--- config.mk ---
export PLATFORM = sky130hd
export DESIGN_NAME = fetch_stage
export DESIGN_NICKNAME = d
export VERILOG_FILES = /design/src/rtl/fetch_stage.sv
export SDC_FILE = /design/constraint.sdc
export NUM_CORES = 1
export LEC_CHECK = 0
export CAP_MARGIN = 20
export CORE_UTILIZATION = 50
export DETAILED_ROUTE_END_ITERATION = 7
export PLACE_DENSITY_LB_ADDON = 0.15
export SETUP_SLACK_MARGIN = 0.15
export SYNTH_ARGS = -nofsm -noshare
export SYNTH_HDL_FRONTEND = slang
export SYNTH_SLANG_ARGS = --single-unit
export TNS_END_PERCENT = 5
--- constraint.sdc ---
create_clock -name clk -period 13.14 [get_ports clk]
set_clock_uncertainty 0.05 [all_clocks]
set_input_delay 3.285 -clock clk [delete_from_list [all_inputs] [get_ports clk]]
set_output_delay 3.285 -clock clk [all_outputs]
set_load 0.01 [all_outputs]
--- src/rtl/fetch_stage.sv ---
// -----------------------------------------------------------------------------
// fetch_stage
//
// Instruction fetch front end. It owns the fetch PC and issues one instruction
// memory request at a time. Fetched {pc, instruction} pairs go into a small
// in-order queue that feeds decode, so a decode stall never drops or re-fetches
// a word. Branch/jump redirects from execute flush the queue and steer the PC.
// A response that belongs to a request issued before a redirect is discarded.
//
// Parameters
//   XLEN      data/address width
//   RESET_PC  fetch address after reset
//   QDEPTH    queue entries (power of two, >= 2)
//
// Ports
//   clk           system clock, rising edge
//   rst           synchronous, active-high reset
//   imem_req      fetch request valid
//   imem_addr     fetch address, word aligned
//   imem_ack      response valid, qualifies imem_rdata
//   imem_rdata    fetched instruction
//   redirect      execute-stage branch/jump taken
//   redirect_pc   redirect target (low two bits ignored)
//   stall_d       decode cannot accept this cycle
//   inst_valid_d  inst_d/pc_d are valid
//   inst_d        instruction presented to decode
//   pc_d          PC of inst_d
//
// Handshakes
//   Memory side: a request is in flight from the first cycle imem_req is high
//   until the cycle in which imem_ack is high, and imem_addr does not change
//   in between. imem_ack may come in the same cycle as the request or in any
//   later cycle. imem_ack is ignored while imem_req is low. Only one request
//   is ever in flight.
//   Decode side: a word is consumed in a cycle where inst_valid_d is high and
//   stall_d is low.
//
// Build option
//   FETCH_BYPASS_EN  when defined, a response that arrives while the queue is
//                    empty, with no redirect and no decode stall, goes straight
//                    to inst_d/pc_d in the same cycle and is not queued.
// -----------------------------------------------------------------------------
module fetch_stage #(
   parameter int              XLEN     = 32,
   parameter logic [XLEN-1:0] RESET_PC = '0,
   parameter int              QDEPTH   = 2
) (
   input  logic            clk,
   input  logic            rst,
   output logic            imem_req,
   output logic [XLEN-1:0] imem_addr,
   input  logic            imem_ack,
   input  logic [31:0]     imem_rdata,
   input  logic            redirect,
   input  logic [XLEN-1:0] redirect_pc,
   input  logic            stall_d,
   output logic            inst_valid_d,
   output logic [31:0]     inst_d,
   output logic [XLEN-1:0] pc_d
);

   localparam int PW = $clog2(QDEPTH);
   localparam int CW = PW + 1;

   // IDLE    : no request in flight; request whenever the queue has room
   // WAIT    : request in flight, its response will be kept
   // DISCARD : request in flight, but a redirect made its response stale
   typedef enum logic [1:0] {
      S_IDLE    = 2'd0,
      S_WAIT    = 2'd1,
      S_DISCARD = 2'd2
   } state_t;

   state_t          state;
   state_t          state_next;
   logic [XLEN-1:0] pc;
   logic [XLEN-1:0] pc_next;
   logic [XLEN-1:0] addr_q;
   logic [XLEN-1:0] addr_next;

   // Queue storage and bookkeeping
   logic [XLEN-1:0] q_pc   [QDEPTH];
   logic [31:0]     q_inst [QDEPTH];
   logic [PW-1:0]   head;
   logic [PW-1:0]   tail;
   logic [CW-1:0]   count;

   logic            room;
   logic            q_valid;
   logic            resp;
   logic            take;
   logic            bypass;
   logic            push;
   logic            pop;
   logic [XLEN-1:0] redirect_aligned;

   // The low bits of the redirect target are dropped when it is aligned.
   logic            unused_rpc_bits;
   assign unused_rpc_bits = ^redirect_pc[1:0];

   assign redirect_aligned = {redirect_pc[XLEN-1:2], 2'b00};
   assign room             = (count < CW'(QDEPTH));
   assign q_valid          = (count != '0);

   // --------------------------------------------------------------------------
   // Request side. In IDLE the request address is the live PC; once a request
   // is in flight the address is frozen in addr_q. A redirect can then move
   // the PC without disturbing the address the memory is still serving.
   // --------------------------------------------------------------------------
   always_comb begin
      imem_req  = 1'b0;
      imem_addr = pc;
      case (state)
         S_IDLE: begin
            imem_req  = room;
            imem_addr = pc;
         end
         S_WAIT, S_DISCARD: begin
            imem_req  = 1'b1;
            imem_addr = addr_q;
         end
         default: begin
            imem_req  = 1'b0;
            imem_addr = pc;
         end
      endcase
      // Nothing is requested while reset is held.
      if (rst) begin
         imem_req = 1'b0;
      end
   end

   // A response counts only if it answers a request made in this cycle, and
   // it is kept only if the request was not made stale by a redirect.
   assign resp = imem_req && imem_ack;
   assign take = resp && (state != S_DISCARD) && !redirect;

`ifdef FETCH_BYPASS_EN
   // An empty queue with a ready decode stage lets the word skip the queue.
   assign bypass = take && !q_valid && !stall_d;
`else
   assign bypass = 1'b0;
`endif

   assign push = take && !bypass;
   // A redirect flushes the queue, so no pop is counted in its cycle.
   assign pop  = q_valid && !stall_d && !redirect;

   // --------------------------------------------------------------------------
   // Decode-side outputs, forced to zero during reset and when nothing is valid
   // --------------------------------------------------------------------------
   always_comb begin
      inst_valid_d = 1'b0;
      inst_d       = '0;
      pc_d         = '0;
      if (!rst) begin
         if (bypass) begin
            inst_valid_d = 1'b1;
            inst_d       = imem_rdata;
            pc_d         = imem_addr;
         end else if (q_valid) begin
            inst_valid_d = 1'b1;
            inst_d       = q_inst[head];
            pc_d         = q_pc[head];
         end
      end
   end

   // --------------------------------------------------------------------------
   // FSM next state, next PC and frozen request address
   // --------------------------------------------------------------------------
   always_comb begin
      state_next = state;
      addr_next  = addr_q;
      pc_next    = pc;

      case (state)
         S_IDLE: begin
            if (imem_req && !imem_ack) begin
               // Request goes out and stays in flight. If a redirect arrives
               // alongside it, its eventual response is already stale.
               addr_next  = pc;
               state_next = redirect ? S_DISCARD : S_WAIT;
            end
            // A same-cycle ack (combinational memory) completes the request
            // immediately, so the FSM stays in IDLE.
         end
         S_WAIT: begin
            if (imem_ack) begin
               state_next = S_IDLE;
            end else if (redirect) begin
               state_next = S_DISCARD;
            end
         end
         S_DISCARD: begin
            if (imem_ack) begin
               state_next = S_IDLE;
            end
         end
         default: begin
            state_next = S_IDLE;
         end
      endcase

      // The redirect target overrides the sequential increment.
      if (redirect) begin
         pc_next = redirect_aligned;
      end else if (take) begin
         pc_next = pc + XLEN'(4);
      end
   end

   always_ff @(posedge clk) begin
      if (rst) begin
         state  <= S_IDLE;
         pc     <= RESET_PC;
         addr_q <= RESET_PC;
      end else begin
         state  <= state_next;
         pc     <= pc_next;
         addr_q <= addr_next;
      end
   end

   // --------------------------------------------------------------------------
   // Queue pointers and occupancy. Requests only issue while there is room, so
   // a push always has a free slot.
   // --------------------------------------------------------------------------
   always_ff @(posedge clk) begin
      if (rst) begin
         head  <= '0;
         tail  <= '0;
         count <= '0;
      end else if (redirect) begin
         head  <= '0;
         tail  <= '0;
         count <= '0;
      end else begin
         if (push) begin
            tail <= tail + PW'(1);
         end
         if (pop) begin
            head <= head + PW'(1);
         end
         case ({push, pop})
            2'b10:   count <= count + CW'(1);
            2'b01:   count <= count - CW'(1);
            default: count <= count;
         endcase
      end
   end

   // Storage needs no reset: an entry is only read after it has been written.
   always_ff @(posedge clk) begin
      if (push && !rst) begin
         q_pc[tail]   <= imem_addr;
         q_inst[tail] <= imem_rdata;
      end
   end

endmodule

### Yosys cells after proc, flatten, opt, wreduce, memory -nomap -nowiden

Memory sizes are Yosys's and may differ from the RTL's. A register that Yosys moved wholly into a read port is not among the register bits.
Index checks and enable logic that the tools add are counted.

| cells by class | value |
|---|---|
| add/sub/neg operators | 5 |
| magnitude comparators | 1 |
| equal/unequal tests | 8 |
| muxes and demuxes | 24 |
| reductions and logical operators | 19 |

Operators with widths:

| kind | number |
|---|---|
| two-way mux 32 bit | 7 |
| adder 32 x 3 -> 32 bit (second input constant) | 1 |
| two-way mux 2 bit | 5 |
| two-way mux 1 bit | 9 |
| logical AND 1 bit | 7 |
| != test 2 bit (second input constant) | 3 |
| case mux 2 bit (3 select lines) | 1 |
| nonzero test 2 bit | 3 |
| == test 2 x 1 -> 1 bit (second input constant) | 2 |
| == test 2 bit (second input constant) | 2 |
| logical NOT 1 bit | 4 |
| case mux 2 bit (2 select lines) | 1 |
| OR reduction 2 bit | 2 |
| != test 3 bit (second input constant) | 1 |
| AND reduction 3 bit | 1 |
| adder 1 bit (second input constant) | 2 |
| adder 2 x 1 -> 2 bit (second input constant) | 1 |
| logical NOT 2 bit | 1 |
| less-than comparator 2 bit (second input constant) | 1 |
| case mux 1 bit (2 select lines) | 1 |
| AND reduction 2 bit | 1 |
| subtractor 2 x 1 -> 2 bit (second input constant) | 1 |

| storage, ports and cells | value |
|---|---|
| flip-flop bits (word level) | 70 |
| bits in writable memories | 128 |
| output and inout bits | 98 |
| logic and storage cells | 66 |
| memories kept | 2 |

Memory list:

| name | depth | width | read ports | clocked after memory_dff | wr ports | RTL line | text |
|---|---|---|---|---|---|---|---|
| q_inst | 2 | 32 | 1 | 1 | 1 | 83 | `logic [31:0] q_inst [QDEPTH];` |
| q_pc | 2 | 32 | 1 | 1 | 1 | 82 | `logic [XLEN-1:0] q_pc [QDEPTH];` |

### Depth between registers and ports, before layout

| depth | value |
|---|---|
| depth after elaboration | 10 |
| depth in mapped cells | 9 |

### Worst setup path after synthesis

No wires, ideal clock.

| timing path | value |
|---|---|
| path type | input-to-output |
| start | input port rst |
| end | output port inst_d[0] |
| arrival | 4155 ps |
| data required time | 9805 ps |
| setup slack | 5650 ps |
| stages on the path | 5 |
| cell sequence | buf_2 inv_1 o21ai_1 clkbuf_1 nor2_1 |

| between the ends | value |
|---|---|
| longest elaborated chain between the ends | 1 |

Ends and longest elaborated chain:

| element | RTL line | text |
|---|---|---|
| from (decl) | 49 | `input logic rst,` |
| two-way mux 32 bit | 156 | `if (!rst) begin` |
| to (decl) | 58 | `output logic [31:0] inst_d,` |

Every way passes these cells.

### Worst setup path after layout

| timing path | value |
|---|---|
| start | input port rst |
| end | output port pc_d[17] |

| between the ends | value |
|---|---|
| longest elaborated chain between the ends | 1 |

Ends and longest elaborated chain:

| element | RTL line | text |
|---|---|---|
| two-way mux 32 bit | 156 |  |
| to (decl) | 59 | `output logic [XLEN-1:0] pc_d` |

Every way passes these cells.

==> flow_summary_export.csv <==
group,metric,value,unit
status,status,"finished, final reports clean",
clock_tree,cts-hold-fix-buffers,0,
logic_synthesis,synth_cells,696,
timing,fin_crit,8930,ps
clock_tree,htree_levels,4,
floorplan,die_y,131,um
detailed_routing,routedWlPerCell,16.3,um
worst_setup_path,reg2reg_setup_slack,9110,ps
detailed_routing,drt_iter0_drc,267,
floorplan,placeableCoreArea,16000,um2
worst_setup_path,worstPathArrival,5590,ps
global_routing,grt_max_degree,63,
cells_and_area,instances_no_fill,1069,
timing,hold_viol,0,
logic_synthesis,synthFlopType,"edfxtp_1",
worst_hold_path,hold_depth,2,
clock_tree,cts_resized,0,
global_routing,antenna_found_initial,0,
logic_synthesis,ys_ff_latch,191,
global_routing,grt_use_total,20.7,%
worst_hold_path,worstHoldPathType,"flop to flop",
global_routing,grt.overflow.total,0,
logic_synthesis,netlist_top_cells_count,"edfxtp_1 (124), nor2_1 (94), nand2_1 (85)",
logic_synthesis,seq_area_frac_synth,61.3,%
timing,slew_violations,0,
cells_and_area,nFillCells,1223,
timing,finalSetupTns,0,ps
pwr,vdd_drop_max,113,uV
clock_tree,clkTransAtPathRegs,70,ps
worst_setup_path,start_kind,"primary input",
cells_and_area,area_growth,28.6,%
detailed_routing,drtAntennaViolNets,0,
placement,dp_hpwl,11.3,mm
worst_setup_path,r2r_end,"q_pc[0][8]",
worst_setup_path,crit_fanout,61,
worst_hold_path,hp-start,"addr_q[21]",
global_routing,grt_pass1_wl,26.7,mm
logic_synthesis,netlist_area,8270,um2
placement,port_buffers,160,
pwr,p_total,1.44,mW
worst_setup_path,path_cells,"buf_2, buf_4, inv_1, o21ai_4, buf_4, nor2_1, clkdlybuf4s50_1",
worst_hold_path,holdPathEnd,"addr_q[21]",
job,drv_cap,0,
clock_tree,postCtsSetupBuffers,0,
clock_tree,root_buffer,"clkbuf_16",
pwr,leakagePower,3.43,nW
timing,tightest_slew,1040,ps
timing,fin_crit_sh,67.9,%
floorplan,design.portCount,167,
detailed_routing,detail_route.first_pass.iterations,5,
logic_synthesis,synthArstFlopShare,0,%
logic_synthesis,ys_types,47,
logic_synthesis,yosysTopAreaCellShare,45.0,%
detailed_routing,drc,0,
worst_setup_path,cp.required,9800,ps
worst_setup_path,end_kind,"output port",
global_routing,grt_pass1_vias,5383,
worst_setup_path,crit_type,"primary input to output port",
clock_tree,clock_latency,430,ps
logic_synthesis,yosysWarnings,0,
logic_synthesis,yosys.area.top_type,"edfxtp_1",
detailed_routing,wirelength,17.4,mm
placement,place_congestion,0.849,
logic_synthesis,synth_most_common_cell,"edfxtp_1",
clock_tree,cts_buffers,17,
worst_setup_path,path_common_cell,"buf_4",
cells_and_area,drive_above_1_share,10.2,%
timing,setup_viol,0,
timing,relSlewSlack,30.9,%
cells_and_area,final_util,66.4,%
timing,rsz0062_at_grt,"false",
cells_and_area,nNetsFinal,915,
cells_and_area,n_antenna_cell,0,
detailed_routing,via_count,5671,
logic_synthesis,synth.avg_cell_area,11.9,um2
logic_synthesis,synth-edff-count,124,
clock_tree,cts_tree,"yes",
clock_tree,cts_buffer_depth,2,
worst_setup_path,critical_path.max_stage_delay,530,ps
floorplan,start_util,51.7,%
worst_setup_path,r2r-start,"state[0]",
clock_tree,clock-sinks,191,
pwr,power_density,135,nW/um2
placement,dp.cells,1035,
timing,max_freq,112,MHz
worst_setup_path,crit_path_top_delay_cell,"buf_4",
worst_setup_path,ff2ff_path_depth,6,
logic_synthesis,yosys-top-cells-area,"edfxtp_1 (45%), dfxtp_1 (16%), mux2i_1 (7.6%)",
detailed_routing,viasPerCell,5.30,
floorplan,fp.dieArea,17100,um2
floorplan,die_w,131,um
floorplan,std_cell_rows,46,
-- worst max-delay path: cells and delay by family --
kind | cells | cell delay [ps]
simple gates | 1 | 100
buf+inv | 5 | 1800
compound gates | 1 | 370
-- power breakdown --
part / switching, mW / internal (mW) / leakage [nW]
Sequential: 0.0178 / 0.681 / 1.68
Combinational: 0.136 / 0.111 / 1.47
Clock: 0.224 / 0.271 / 0.280
-- worst max path at each step --
stage / startpoint / cells past startpoint / to
floorplan: rst / 5 / inst_d[0]
global placement: rst / 7 / pc_d[22]
CTS: rst / 7 / pc_d[17]
global route: rst / 7 / inst_d[18]
detailed placement: rst / 7 / pc_d[22]
finish: rst / 7 / pc_d[17]
-- kinds of logic after synthesis --
logic type | synth area share (%)
muxes | 11.6
DFF | 61.3
AOI/OAI and AO/OA | 6.60
other | 0.0454
xor gates and xnor gates | 3.18
buffers and inverters | 3.07
and+or+nand+nor | 13.3
adders and majority gates | 0.908
-- layout by cell type, fill, tap and decap left out, drive strengths merged, types with 9 or more instances in the layout --
cell,count
a211oi,18
dfxtp,67
mux2,29
xnor2,23
a21oi,38
nand2,86
mux2i,63
nor4,9
nor2,95
clkbuf,19
buf,9
o21ai,11
edfxtp,124
clkdlybuf4s50,159
inv,13
nand3,10
-- flip-flops by register name, indices dropped and copies added (netlist names), named ones only --
name    count
state       2
pc         30
tail        1
q_inst     64
head        1
addr_q     30
count       2
q_pc       60
-- cell type report --
class | instances | area (um2) | area share (%)
repair buffers | 168 | 1680 | 15.8
clock buffers | 19 | 443 | 4.17
well taps | 216 | 270 | 2.54
multi-input cells | 452 | 2990 | 28.2
inverters | 10 | 37.5 | 0.353
clock inverters | 13 | 131 | 1.24
flip-flops and latches | 191 | 5070 | 47.7
-- per-layer routing --
layer | GRT usage, % | up-vias | wire length (um)
li1 | - | 2786 | -
met1 | 27.1 | 2713 | 7860
met2 | 34.4 | 159 | 8520
met3 | 3.91 | 13 | 862
met4 | 7.30 | 0 | 159
met5 | 0 | - | 0
-- per-stage QoR --
stage / instance area [um2] / hold WS [ps] / worst slack [ps]
finish: 10600 / 403 / 4210
global route: 10600 / 424 / 4020
CTS: 10600 / 405 / 4170
detailed placement: 10000 / 395 / 4210
global placement: 10000 / 388 / 4230
floorplan: 8280 / 383 / 5650
Power figures use the tool's default switching activity.
